File: src/rtl/router_pkg.sv
// rtl/router_pkg.sv - shared sizing constants for the router output FIFOs
package router_pkg;

    localparam int ROUTER_DEPTH = 16;
    localparam int ROUTER_WIDTH = 8;
    localparam int CNT_W        = 6;

    // One extra wrap bit above the address distinguishes full from empty.
    function automatic int ptr_width(input int depth);
        return $clog2(depth) + 1;
    endfunction

    // The header flag sits just above the payload byte in each entry.
    function automatic int hdr_bit(input int width);
        return width;
    endfunction

endpackage

File: src/rtl/router_fifo.sv
// rtl/router_fifo.sv - per-destination router FIFO with header flag and packet counter
module router_fifo
    import router_pkg::*;
#(
    parameter int DEPTH = ROUTER_DEPTH,
    parameter int WIDTH = ROUTER_WIDTH
) (
    input  logic             clock,
    input  logic             resetn,
    input  logic             soft_reset,
    input  logic             write_enb,
    input  logic             lfd_state,
    input  logic [WIDTH-1:0] data_in,
    input  logic             read_enb,
    output logic [WIDTH-1:0] data_out,
    output logic             valid_out,
    output logic             full,
    output logic             empty
);

    localparam int PTR_W = ptr_width(DEPTH);
    localparam int AW    = PTR_W - 1;
    localparam int HDR   = hdr_bit(WIDTH);

    logic [WIDTH:0]   mem_q [DEPTH];
    logic [WIDTH:0]   mem_d [DEPTH];
    logic [PTR_W-1:0] wr_ptr_q, wr_ptr_d;
    logic [PTR_W-1:0] rd_ptr_q, rd_ptr_d;
    logic [CNT_W-1:0] cnt_q, cnt_d;
    logic [WIDTH-1:0] data_out_q, data_out_d;
    logic             do_wr, do_rd;
    logic [WIDTH:0]   rd_entry;

    assign empty     = (wr_ptr_q == rd_ptr_q);
    assign full      = (wr_ptr_q[AW-1:0] == rd_ptr_q[AW-1:0]) && (wr_ptr_q[AW] != rd_ptr_q[AW]);
    assign valid_out = ~empty;
    assign data_out  = data_out_q;

    always_comb begin
        do_wr      = write_enb & ~full;
        do_rd      = read_enb & ~empty;
        rd_entry   = mem_q[rd_ptr_q[AW-1:0]];
        mem_d      = mem_q;
        wr_ptr_d   = wr_ptr_q;
        rd_ptr_d   = rd_ptr_q;
        cnt_d      = cnt_q;
        data_out_d = data_out_q;

        if (do_wr) begin
            mem_d[wr_ptr_q[AW-1:0]] = {lfd_state, data_in};
            wr_ptr_d                = wr_ptr_q + PTR_W'(1);
        end

        if (do_rd) begin
            rd_ptr_d   = rd_ptr_q + PTR_W'(1);
            data_out_d = rd_entry[WIDTH-1:0];
            // A header always reloads, abandoning any unfinished packet.
            if (rd_entry[HDR]) begin
                cnt_d = rd_entry[WIDTH-1 -: CNT_W] + CNT_W'(1);
            end else if (cnt_q != '0) begin
                cnt_d = cnt_q - CNT_W'(1);
            end
        end else if (cnt_q == '0) begin
            data_out_d = '0;
        end
    end

    always_ff @(posedge clock) begin
        if (!resetn) begin
            wr_ptr_q   <= '0;
            rd_ptr_q   <= '0;
            cnt_q      <= '0;
            data_out_q <= '0;
            for (int i = 0; i < DEPTH; i++) begin
                mem_q[i] <= '0;
            end
        end else if (soft_reset) begin
            // Flush leaves stale entries behind; the pointers make them unreachable.
            wr_ptr_q   <= '0;
            rd_ptr_q   <= '0;
            cnt_q      <= '0;
            data_out_q <= '0;
        end else begin
            wr_ptr_q   <= wr_ptr_d;
            rd_ptr_q   <= rd_ptr_d;
            cnt_q      <= cnt_d;
            data_out_q <= data_out_d;
            mem_q      <= mem_d;
        end
    end

endmodule

File: config.mk
export PLATFORM = sky130hd
export DESIGN_NAME = router_fifo
export DESIGN_NICKNAME = d
export VERILOG_FILES = /design/src/rtl/router_pkg.sv /design/src/rtl/router_fifo.sv
export SDC_FILE = /design/constraint.sdc
export NUM_CORES = 1
export LEC_CHECK = 0
export CAP_MARGIN = 20
export CORE_UTILIZATION = 62
export CTS_CLUSTER_DIAMETER = 150
export DETAILED_ROUTE_END_ITERATION = 12
export GPL_TIMING_DRIVEN = 0
export PLACE_DENSITY = 0.8
export SLEW_MARGIN = 20
export SYNTH_ARGS = -nofsm -noshare
export SYNTH_HDL_FRONTEND = slang
export SYNTH_SLANG_ARGS = --single-unit
File: constraint.sdc
create_clock -name clock -period 3 [get_ports clock]
set_input_delay 0.6 -clock clock [delete_from_list [all_inputs] [get_ports clock]]
set_output_delay 0.6 -clock clock [all_outputs]
set_load 0.03 [all_outputs]
==> summary.md, run 1 <==
| Metric | Value |
|---|---|
| Clk_skew | 0.00694 ns |
| Final GP Congestion | 0.909 |
| Worst-Margin Slew | around 0.64 ns |
| Global-route wire length before repair | about 31000 um |
| Buf+Inv Stages, Crit Path | 2 |
| GRT Residual Overflow | 0 |
| Flop-to-flop setup slack | about 0.27 ns |
| Die area | ~14000 um^2 |
| Pwr Total | roughly 4.5 mW |
| Slew margin rel. | 0.572 |
| Synth unique cells | 54 |
| Primary FF master, synth | dfxtp_1 |
| Syn Inst Count | between 700 and 800 |
| Period Utilization, post-route | 0.933 |
| Syn_area_per_cell | 11.2 um^2 |
| Final count of hold timing violations | 0 |
| Most area-hungry cell type in the Yosys netlist | dfxtp_1 |
| Core Area | between 10000 and 15000 um^2 |
| Post-Syn Area | just over 8000 um^2 |
| Post-synth top area share | 0.412 |
| Largest net degree at the start of global routing | 17 |
| R2r startpoint | rd_ptr_q[0] |
| Drt pass-1 iters | 5 |
| Final net count | between 700 and 800 |
| Vias | 5634 |
| Yosys synthesis warning count | 0 |
| Chip Height | roughly 120 um |
| Setup ws final | around 0.2 ns |
| Worst Hold End | data_out[2] |
| Worst setup path class | flop to output port |
| Crit-path leading delay family | buffers and inverters |
| Req. time, crit path | between 2 and 2.5 ns |
| CTS H-tree depth | 4 |
| Pre-CTS setup slack | roughly 0.32 ns |
| Setup TNS | 0 ns |
| RSZ-0062 raised after global routing | no |
| Number of synthesized flops with an enable pin | 0 |
| CP Max Fanout | 7 |
| HPWL after DPL | between 10000 and 15000 um |
| Worst skew pair latency | between 0.4 and 0.5 ns |
| Pwr dens | 495 nW/um^2 |
| Die X-Extent | between 100 and 150 um |
| Antenna cells | 0 |
| Footprint of the multi-input gates | roughly 4400 um^2 |
| Worst r2r path cells | 9 |
| Share of layout cells above drive strength 1 | 0.129 |
| Initial antenna violation count | 0 |
| Syn Nets | between 700 and 800 |
| Post-route insts no fill | between 900 and 1k |
| Register bit total from synthesis | 168 |
| Lkg Pwr | 4.07 nW |
| Slowest CP cell | clkdlybuf4s50_1 |
| IO Pins | 25 |
| Core Rows | 41 |
| Kind of start point of the critical path | flop |
| CP peak stage delay | about 0.66 ns |
| Starting Density | 0.642 |
| # setup viols final | 0 |
| Routed WL | 19700 um |
| Port Buf Inserts | 23 |
| CTS root buf | clkbuf_16 |
| Gr usage total | 0.313 |
| CP cell instances | clkbuf_2 > xnor2_1 > and4_1 > and2_1 > clkdlybuf4s50_1 |
| Placed cells | roughly 930 |
| Fill count | about 960 |
| Period minus WS final | between 2 and 3 ns |
| CTS buffer count | 17 |
| DRC Markers | 0 |
| Worst Setup End Kind | output port |
| Clock Tree Buf Depth | 2 |
| Post-CTS Setup Bufs | 0 |
| Crit path DAT | about 2.2 ns |
| Clock transition at the registers of the reported paths | around 0.060 ns |
| Slew Limit Fails | 0 |
| Worst Hold Class | flop to flop |
| Antenna Violating Nets Remaining | 0 |
| Top post-synthesis cells by area | dfxtp_1 41%, mux2i_1 19%, nor2b_1 11% |
| Peak VDD IR | a little over 0.4 mV |
| Status | complete, no violations |
| Register area share after synthesis | 0.412 |
| Max Fclk | between 300 and 400 MHz |
| Worst Hold Depth | 2 |
| Reg area | ~3400 um^2 |
| Avg WL per Cell | approximately 21 um |
| # clock sinks | around 170 |
| Vias in the first global route | ~5.7k |
| CTS tree | yes |
| Reg2reg end | cnt_q[1] |
| DRT iter0 DRCs | around 450 |
| Post-CTS sizing | 0 |
| Layout area overhead | 11.9% |
| Avg Vias per Cell | around 5.9 |
| Async S/R FF share, synth | 0 |
| Hold Buf Count CTS | 0 |
| Hold path startpoint | data_out[2] |
| # Max-Cap Violations | 0 |
[flip-flops by register name (all words and copies together) (netlist names)]
signal / cells
mem_q: 144
data_out: 8
cnt_q: 6
rd_ptr_q: 5
wr_ptr_q: 5
[metal layers]
metal	global-route usage	part of all wire
met3	0.0695	0.047
met1	0.405	0.45
met5	0	0
met4	0.117	0.019
met2	0.517	0.49
[cells by family after synthesis]
family                     after synthesis  synth area share
muxes                                  202             0.309
AOI/OAI and AO/OA                       37            0.0332
xor gates and xnor gates                18            0.0193
and+or+nand+nor                        229             0.164
DFF                                    168             0.412
buffers and inverters                   70            0.0508
adders and majority gates                8            0.0122
[synthesized netlist by cell type, types with 4 or more instances]
cell type,instances
a211oi_1,4
a21oi_1,9
a31oi_1,5
buf_2,15
buf_4,7
buf_6,5
clkbuf_1,30
dfxtp_1,168
ha_1,8
inv_1,6
mux2i_1,159
mux4_1,9
mux4_2,26
nand2_1,13
nand2b_1,4
nand3_1,24
nand4_1,4
nor2_1,21
nor2b_1,149
xnor2_1,8
xor2_1,10
[through the flow]
step | hold slack (ns) | utilization | instance area, um^2
after CTS | 0.472 | 0.719 | 9150
after floorplan | 0.477 | - | 8170
final | 0.469 | 0.719 | 9150
after global placement | 0.460 | 0.677 | 8620
after detailed placement | 0.464 | 0.677 | 8620
after global routing | 0.490 | 0.719 | 9150
[area by class of cell]
type,count,area share
inverter,6,0.00246
tap,172,0.0235
sequential,168,0.368
clock inverter,4,0.00492
buffer,64,0.0429
multi-input combinational,494,0.480
clock buffer,25,0.0531
timing repair buffer,23,0.0252
[worst reg2reg max path: cells and delay by family (launching register included)]
kind | cells | cell delay [ns]
muxes | 4 | 1.26
buffers and inverters | 2 | 0.42
DFF | 1 | 0.41
adders and majority gates | 1 | 0.32
AOI/OAI and AO/OA | 1 | 0.14
and+or+nand+nor | 1 | 0.05
[layout by cell type, fill, tap and decap left out, types with 8 or more instances in the layout]
cell,n
a21oi_1,9
clkbuf_16,17
clkdlybuf4s50_1,23
xnor2_1,8
mux4_1,9
mux4_2,26
mux2i_1,159
clkbuf_1,35
ha_1,8
nand3_1,24
nor2b_1,149
xor2_1,10
dfxtp_1,168
nand2_1,13
nor2_1,21
buf_2,15
[worst max-delay path by stage]
stage / startpoint / to / cells past startpoint
2_1_floorplan: rd_ptr_q[0] / cnt_q[1] / 9
3_3_place_gp: rd_ptr_q[0] / cnt_q[1] / 9
3_5_place_dp: rd_ptr_q[0] / cnt_q[1] / 9
4_1_cts: wr_ptr_q[2] / full / 5
5_1_grt: rd_ptr_q[1] / empty / 6
6_report: wr_ptr_q[2] / full / 5
[power breakdown]
| group | switching (mW) | total [mW] | internal (mW) |
|---|---|---|---|
| combinational | 0.148 | 0.259 | 0.110 |
| clock | 0.835 | 2.03 | 1.19 |
| sequential | 0.00719 | 2.25 | 2.24 |
| total | 0.991 | 4.53 | 3.54 |
Power figures use the tool's default switching activity.
==> run 2, diff against run 1 <==
Settings changed: SKIP_LAST_GASP set to 1.
==> results of run 2 <==
The final DEF is identical to that of run 1; final timing and power are the same.
